File: src/rtl/regfile_mp_if.sv
// regfile_mp_if
//   Groups the write, read, issue and scoreboard signals of regfile_mp.
//   master : the pipeline side (drives writes, read addresses and issues)
//   slave  : the register file itself
//   Signals:
//     we0/wa0/wd0   write port 0 (WB stage)
//     we1/wa1/wd1   write port 1 (late/load writeback), priority over port 0
//     ra            NR packed read addresses, port i at [i*AW +: AW]
//     rd            NR packed read data, port i at [i*DW +: DW]
//     rd_busy       per read port: source register still pending
//     iss_en        mark iss_addr pending
//     iss_addr      register to mark pending
//     busy_vec      pending bit of every register
interface regfile_mp_if #(
    parameter int DW = 32,
    parameter int AW = 5,
    parameter int NR = 3
);
    logic                 we0;
    logic [AW-1:0]        wa0;
    logic [DW-1:0]        wd0;
    logic                 we1;
    logic [AW-1:0]        wa1;
    logic [DW-1:0]        wd1;
    logic [NR*AW-1:0]     ra;
    logic [NR*DW-1:0]     rd;
    logic [NR-1:0]        rd_busy;
    logic                 iss_en;
    logic [AW-1:0]        iss_addr;
    logic [(1<<AW)-1:0]   busy_vec;

    modport master (
        output we0, wa0, wd0, we1, wa1, wd1, ra, iss_en, iss_addr,
        input  rd, rd_busy, busy_vec
    );

    modport slave (
        input  we0, wa0, wd0, we1, wa1, wd1, ra, iss_en, iss_addr,
        output rd, rd_busy, busy_vec
    );
endinterface

File: src/rtl/regfile_mp.sv
// regfile_mp
//   Multi-port integer register file for the ID stage: NR combinational
//   read ports with same-cycle write bypass, two write ports (port 1 wins
//   on an address collision) and a per-register pending scoreboard.
//   Ports:
//     clk    rising-edge clock
//     rst_n  asynchronous active-low reset; clears array and scoreboard
//     bus    regfile_mp_if slave modport (see the interface header)
module regfile_mp #(
    parameter int DW       = 32,
    parameter int AW       = 5,
    parameter int NR       = 3,
    parameter int ZERO_REG = 1
) (
    input  logic         clk,
    input  logic         rst_n,
    regfile_mp_if.slave  bus
);

    localparam int   DEPTH = 1 << AW;
    localparam logic ZR    = (ZERO_REG != 0);

    logic [DW-1:0]    mem_q [DEPTH];
    logic [DW-1:0]    mem_d [DEPTH];
    logic [DEPTH-1:0] busy_q;
    logic [DEPTH-1:0] busy_d;

    logic eff0;
    logic eff1;
    logic iss_ok;

    // Writes to the hard-wired zero register are dropped entirely, so they
    // neither bypass nor clear a busy bit.
    assign eff0   = bus.we0 && !(ZR && (bus.wa0 == '0));
    assign eff1   = bus.we1 && !(ZR && (bus.wa1 == '0));
    assign iss_ok = bus.iss_en && !(ZR && (bus.iss_addr == '0));

    // Port 1 is applied last so it overwrites port 0 on the same address.
    always_comb begin
        mem_d = mem_q;
        if (eff0) mem_d[bus.wa0] = bus.wd0;
        if (eff1) mem_d[bus.wa1] = bus.wd1;
    end

    // Clears first, then the issue set: a younger producer issued in the
    // same cycle as the older one retires keeps the register pending.
    always_comb begin
        busy_d = busy_q;
        if (eff0)   busy_d[bus.wa0]      = 1'b0;
        if (eff1)   busy_d[bus.wa1]      = 1'b0;
        if (iss_ok) busy_d[bus.iss_addr] = 1'b1;
    end

    always_ff @(posedge clk or negedge rst_n) begin
        if (!rst_n) begin
            for (int r = 0; r < DEPTH; r++) begin
                mem_q[r] <= '0;
            end
            busy_q <= '0;
        end else begin
            mem_q  <= mem_d;
            busy_q <= busy_d;
        end
    end

    for (genvar g = 0; g < NR; g++) begin : g_rd
        logic [AW-1:0] addr;
        logic          hit0;
        logic          hit1;
        logic          zr_hit;
        logic [DW-1:0] data;

        assign addr   = bus.ra[g*AW +: AW];
        assign hit0   = eff0 && (bus.wa0 == addr);
        assign hit1   = eff1 && (bus.wa1 == addr);
        assign zr_hit = ZR && (addr == '0);

        always_comb begin
            data = mem_q[addr];
            if (zr_hit)    data = '0;
            else if (hit1) data = bus.wd1;
            else if (hit0) data = bus.wd0;
        end

        assign bus.rd[g*DW +: DW] = data;
        // A value arriving through the bypass this cycle is already usable.
        assign bus.rd_busy[g]     = busy_q[addr] && !hit0 && !hit1 && !zr_hit;
    end

    assign bus.busy_vec = busy_q;

endmodule
File: src/flat_wrapper.sv
// flat-port wrapper written by rule: the top's interface ports become plain ports
module regfile_mp_flat 
#(
    parameter int DW       = 32,
    parameter int AW       = 5,
    parameter int NR       = 3,
    parameter int ZERO_REG = 1
)
  (clk, rst_n, bus_we0, bus_wa0, bus_wd0, bus_we1, bus_wa1, bus_wd1, bus_ra, bus_iss_en, bus_iss_addr, bus_rd, bus_rd_busy, bus_busy_vec);
  regfile_mp_if #(.DW(DW), .AW(AW), .NR(NR)) bus_i ();
  input  logic clk;
  input  logic rst_n;
  input wire logic [$bits(bus_i.we0)-1:0] bus_we0;
  input wire logic [$bits(bus_i.wa0)-1:0] bus_wa0;
  input wire logic [$bits(bus_i.wd0)-1:0] bus_wd0;
  input wire logic [$bits(bus_i.we1)-1:0] bus_we1;
  input wire logic [$bits(bus_i.wa1)-1:0] bus_wa1;
  input wire logic [$bits(bus_i.wd1)-1:0] bus_wd1;
  input wire logic [$bits(bus_i.ra)-1:0] bus_ra;
  input wire logic [$bits(bus_i.iss_en)-1:0] bus_iss_en;
  input wire logic [$bits(bus_i.iss_addr)-1:0] bus_iss_addr;
  output wire logic [$bits(bus_i.rd)-1:0] bus_rd;
  output wire logic [$bits(bus_i.rd_busy)-1:0] bus_rd_busy;
  output wire logic [$bits(bus_i.busy_vec)-1:0] bus_busy_vec;
  assign bus_i.we0 = bus_we0;
  assign bus_i.wa0 = bus_wa0;
  assign bus_i.wd0 = bus_wd0;
  assign bus_i.we1 = bus_we1;
  assign bus_i.wa1 = bus_wa1;
  assign bus_i.wd1 = bus_wd1;
  assign bus_i.ra = bus_ra;
  assign bus_i.iss_en = bus_iss_en;
  assign bus_i.iss_addr = bus_iss_addr;
  assign bus_rd = bus_i.rd;
  assign bus_rd_busy = bus_i.rd_busy;
  assign bus_busy_vec = bus_i.busy_vec;
  regfile_mp #(.DW(DW), .AW(AW), .NR(NR), .ZERO_REG(ZERO_REG)) u_core (.clk(clk), .rst_n(rst_n), .bus(bus_i));
endmodule
File: config.mk
export PLATFORM = sky130hd
export DESIGN_NAME = regfile_mp_flat
export DESIGN_NICKNAME = d
export VERILOG_FILES = /design/src/rtl/regfile_mp_if.sv /design/src/rtl/regfile_mp.sv /design/src/flat_wrapper.sv
export SDC_FILE = /design/constraint.sdc
export NUM_CORES = 2
export LEC_CHECK = 0
export CORE_AREA = 2 2 412 619
export DETAILED_ROUTE_END_ITERATION = 16
export DIE_AREA = 0 0 414 621
export GPL_TIMING_DRIVEN = 0
export PLACE_DENSITY = 0.53
export SYNTH_ARGS = -nofsm -noshare
export SYNTH_HDL_FRONTEND = slang
export SYNTH_SLANG_ARGS = --single-unit
File: constraint.sdc
create_clock -name clk -period 3 [get_ports clk]
set_input_delay 0.3 -clock clk [delete_from_list [all_inputs] [get_ports clk]]
set_output_delay 0.3 -clock clk [all_outputs]
set_load 0.02 [all_outputs]
Word level (Yosys, flattened, before mapping) --
Index checks and enable logic that the tools add are counted.
Storage, ports and cells: bits in registers 1056, output and inout bits 131, word-level logic and storage cells 147
Operators by class: magnitude comparators 16, eq/ne operators 6, multiplexer cells 41, bitwise operators 10, reductions and logical operators 41
Operators with widths (number):
- $bwmux 1024 | 2
- $mux 1024 | 2
- $mux 32 | 20
- $bmux 32 s5 | 3
- $demux 32 s5 | 2
- $and 32x32->32 | 2
- $not 32->32 | 2
- $lt 5x6->1 const B | 6
- $or 32x32->32 | 1
- $eq 5x5->1 | 6
- $ge 6x6->1 const B | 5
- $logic_not 5->1 | 6
- $not 5->6 | 5
- $logic_and 1x1->1 | 23
- $bmux 1 s5 | 3
- $demux 1 s5 | 3
- $ge 5x1->1 const B | 3
- $logic_not 1->1 | 12
- $lt 6x1->1 const B | 2
- $mux 1 | 6

Logic depth before layout (Yosys ltp) --
word-level depth 11, gate-level depth with buffers 11, depth with buffers taken out 6

Worst setup path before layout --
Ideal clock, no wire load.
path kind in2out, start in bus_ra[10], end out bus_rd[81], arrival time 2.248 ns, data required time 2.700 ns, slack 0.452 ns, cell stages on the path 9, buffers on the path 4, cell sequence buf_2 clkbuf_1 xor2_1 nor3_1 and4_1 clkbuf_1 buf_2 mux2i_1 o21ai_0
On the way: longest elaborated chain between the ends 7, elaborated cells between the ends (all ways) 12
Ends and longest elaborated chain:
- from (decl) | line flat_wrapper.sv:19 | input wire logic [$bits(bus_i.ra)-1:0] bus_ra;
- $not 5->6 (implied by the code) | line regfile_mp.sv:79 | data = mem_q[addr];
- $bmux 32 s5 | line regfile_mp.sv:79
- $mux 32 (implied by the code) (2 in series) | line regfile_mp.sv:79
- $mux 32 | line regfile_mp.sv:82 | else if (hit0) data = bus.wd0;
- $mux 32 | line regfile_mp.sv:81 | else if (hit1) data = bus.wd1;
- $mux 32 * | line regfile_mp.sv:80 | if (zr_hit) data = '0;
- to (decl) | line flat_wrapper.sv:22 | output wire logic [$bits(bus_i.rd)-1:0] bus_rd;
Mark *: on every way between the ends. The rest lies on a longest branch, timed or not. The select of a mux whose other input is x is not followed.

Worst setup path after layout --
start reg u_core.mem_q[798] (netlist bit), end out bus_rd[30]
On the way: longest elaborated chain between the ends 6
Ends and longest elaborated chain:
- from (decl) | line regfile_mp.sv:23 | logic [DW-1:0] mem_q [DEPTH];
- from (signal assigned) | line regfile_mp.sv:61 | mem_q <= mem_d;
- $bmux 32 s5 | line regfile_mp.sv:79
- $mux 32 (implied by the code) (2 in series) | line regfile_mp.sv:79
- $mux 32 | line regfile_mp.sv:82
- $mux 32 | line regfile_mp.sv:81
- $mux 32 | line regfile_mp.sv:80
Every way passes these cells. The select of a mux whose other input is x is not followed.

==> summary.txt <==
Global route
  – First-pass GRT wire length: 732000 um
  – GRT overflow: 0
  – Vias in the first global route: 74000
  – Total GRT Usage: 0.431
  – Initial antenna violation count: 57
  – Largest net degree at the start of global routing: 153

Setup path
  – CP Class: register to output pin
  – Worst r2r src: u_core.mem_q[798]$_DFF_PN0_
  – Critical path's largest stage delay: 0.55 ns
  – Worst reg2reg endpoint: u_core.mem_q[798]$_DFF_PN0_
  – Crit-path cells: mux4_2 > mux2i_2 > nor3b_2 > a31oi_4 > a31oi_4 > a221o_1 > buf_6
  – CP max FO: 2
  – Worst path required time: 2.70 ns
  – CP Launch Type: register
  – R2R Setup Slk: between 1.5 and 2 ns
  – Worst path most repeated cell: a31oi_4
  – Crit end category: output pin
  – WP depth: 7
  – Worst path slowest cell: mux4_2
  – Worst r2r path cells: 4
  – CP Data Arrival Time: around 3.2 ns
  – Buffers & Inverters on Critical Path: 1
  – CP delay by family, top: compound AO/OA/AOI/OAI gates

STA
  – Tmin final: 3.45 ns
  – Final setup viols: between 200 and 250
  – RSZ-0062 raised after global routing: yes
  – Final period utilization: 1.15
  – Slew HR: -0.136
  – Worst slew pin tran: 1.70 ns
  – Max Clock Freq: 0.289 GHz
  – Layout Skew: 0 ns
  – Final hold violation count: 4
  – Slack of the critical path: -0.454 ns
  – Final hold slack: -0.0112 ns
  – Slew Limit Fails: 308
  – Setup TNS: -27.76 ns

Layout
  – Fin util: 0.365
  – Cell area after layout: 0.0919 mm^2
  – Area delta synth->final: 22.3%
  – Fill count: 25300
  – Multi-input logic area: 0.0468 mm^2
  – Layout cells sized above 1: 0.254
  – Register area: 0.0265 mm^2
  – Nets: 7936

Synth
  – Cells after synthesis: 7333
  – Netlist cell types: 65
  – Mapped cell area: 0.0752 mm^2
  – Seq/Total Area, Yosys: 0.352
  – Yosys warns: 0
  – Avg Cell Area, Syn: 10.2 um^2
  – Post-synth top area share: 0.352
  – Top cells by count, synth: 1396 x mux2i_1, 1056 x dfrtp_1, 810 x a21oi_1
  – Synth area leader: dfrtp_1
  – Synth Register Bits: 1056
  – Async set-reset flop share out of synthesis: 1.00
  – EDFF count, synth: 0
  – Post-synth top flop: dfrtp_1
  – Mapped Nets: ~7400
  – Largest cells by area after synthesis: dfrtp_1 35%, mux2i_1 19%, mux4_2 18%
  – Count leader, synth: mux2i_1

Detailed routing
  – Metal-1 WL: 188000 um
  – Met3 wire length: 66700 um
  – Met2 wire len: 241000 um
  – Initial DRC count: 12500
  – DR DRC count: 0
  – Total Wirelength: 573000 um
  – Average routed wire per standard cell: 50.7 um
  – DR top layer: met5
  – TritonRoute pass-1 iters: 10
  – Detailed-route via count: 77900
  – Via-per-instance ratio: 6.90
  – DRT antenna net count: 0

Clocking
  – Clk Latency, worst-skew pair: 0.83 ns
  – TritonCTS buffer count: about 140
  – CTS tree: yes
  – CTS max path bufs: 4
  – Clock Tree Root: clkbuf_16
  – H-tree depth: 4
  – CTS clk-pin slew, worst paths: 0.06 ns
  – Clock sink count: 1056

Die
  – Die X: 414 um
  – Core area: 0.252 mm^2
  – IO Count: 230
  – Core Rows: around 230
  – Initial Utilization: 0.299
  – Die H: 621 um
  – Die footprint: roughly 0.26 mm^2

Power
  – P_leak: around 38 nW
  – Sw Ratio: 0.380
  – Power Internal: roughly 38 mW
  – Clk pwr share: 0.296
  – Maximum vdd drop: 0.375 mV
  – Net Switching: 23.2 mW
  – Pwr/cell area: 664 mW/mm^2
  – Sequential cell fraction of total power: 0.367
  – Gate power share: 0.337

Placed design
  – Placed Area: 0.0814 mm^2
  – GPL Wtd Cong: 1.07
  – Port bufs: between 100 and 150
  – Post-DP HPWL: approximately 410000 um
  – Setup WS pre-CTS: -3.92 ns

Run status
  – Status: finished with violations
  – Failing checks: hold timing, capacitance limit, slew limit, setup timing

Flow run
  – MaxCap Viol Count: 29

Worst hold path
  – Hold Path Class: input pin to asynchronous set/reset pin
[per-stage QoR]
stage | instances | power, mW
detailed placement | 10800 | 40.0
global route | 11200 | 62.2
CTS | 11200 | 59.2
finish | 11300 | 61.1
floorplan | 7333 | 32.2
global placement | 10800 | 39.4
[cell type report]
cell class                 count  area share
multi-input combinational   5296       0.509
sequential                  1056       0.288
buffer                       964      0.0676
tap                         3306      0.0450
clock buffer                 200      0.0445
timing repair buffer         374      0.0393
clock inverter                37     0.00524
antenna                       50     0.00136
inverter                       6    0.000245
[power groups by stage]
stage / combinational (mW) / sequential (mW) / clock, mW
detailed placement: 17.6 / 22.4 / 0
CTS: 19.1 / 22.1 / 17.9
floorplan: 11.5 / 20.7 / 0
global route: 21.1 / 22.7 / 18.4
global placement: 17.2 / 22.2 / 0
finish: 20.6 / 22.4 / 18.1
[layout by cell type, fill, tap and decap left out, types with 33 or more instances in the layout]
master / count
a211oi_1: 56
a211oi_2: 53
a21oi_1: 793
a22oi_1: 82
a22oi_2: 42
buf_1: 56
buf_12: 36
buf_2: 135
buf_4: 223
buf_6: 137
clkbuf_1: 440
clkbuf_16: 153
clkbuf_2: 114
clkbuf_4: 54
clkbuf_8: 64
clkdlybuf4s50_1: 42
dfrtp_1: 1010
dfrtp_2: 45
diode_2: 50
mux2i_1: 1368
mux4_2: 609
nand2_1: 567
nand3_1: 49
nor2_1: 617
o21ai_0: 387
o21ai_2: 33
o221ai_1: 82
o22ai_1: 89
[worst max-delay path by stage]
stage / from / to / slack (ns)
floorplan: bus_ra[10] / bus_rd[81] / 0.45
global placement: rst_n / u_core.mem_q[72]$_DFF_PN0_ / -51.94
detailed placement: bus_ra[14] / bus_rd[65] / -3.92
CTS: u_core.mem_q[458]$_DFF_PN0_ / bus_rd[10] / -0.56
global route: u_core.mem_q[399]$_DFF_PN0_ / bus_rd[15] / -0.39
finish: u_core.mem_q[798]$_DFF_PN0_ / bus_rd[30] / -0.45
[registers in the layout (all words and copies together), names as in the netlist]
register / flops
u_core.bus.busy_vec: 32
u_core.mem_q: 1024
[cells by family (layout without fill, tap and decap cells)]
kind of cell | after synthesis | in the layout | synth area share
mux | 2015 | 2015 | 0.370
flops | 1056 | 1056 | 0.352
xor+xnor | 30 | 30 | 0.00350
other cells | 0 | 50 | 0
simple gates | 1413 | 1413 | 0.0766
buf+inv | 981 | 1581 | 0.0546
compound gates | 1838 | 1838 | 0.144
[per-layer routing]
layer | track usage | vias to the layer above
li1 | - | 28500
met1 | 0.457 | 39300
met2 | 0.627 | 7377
met3 | 0.162 | 2817
met4 | 0.470 | 22
met5 | 0.00772 | -
[what timing repair did]
| action | 4_1_cts | 5_1_grt |
|---|---|---|
| pin swaps | 172 | 105 |
| gates resized for setup | 1589 | 263 |
| endpoints found under the setup margin | 648 | 256 |
| gates cloned | 0 | 2 |
| endpoints found under the hold margin | 160 | 0 |
| setup buffers | 119 | 60 |
| hold buffers | 20 | 0 |
No activity file was read; power rests on OpenSTA's default activity.
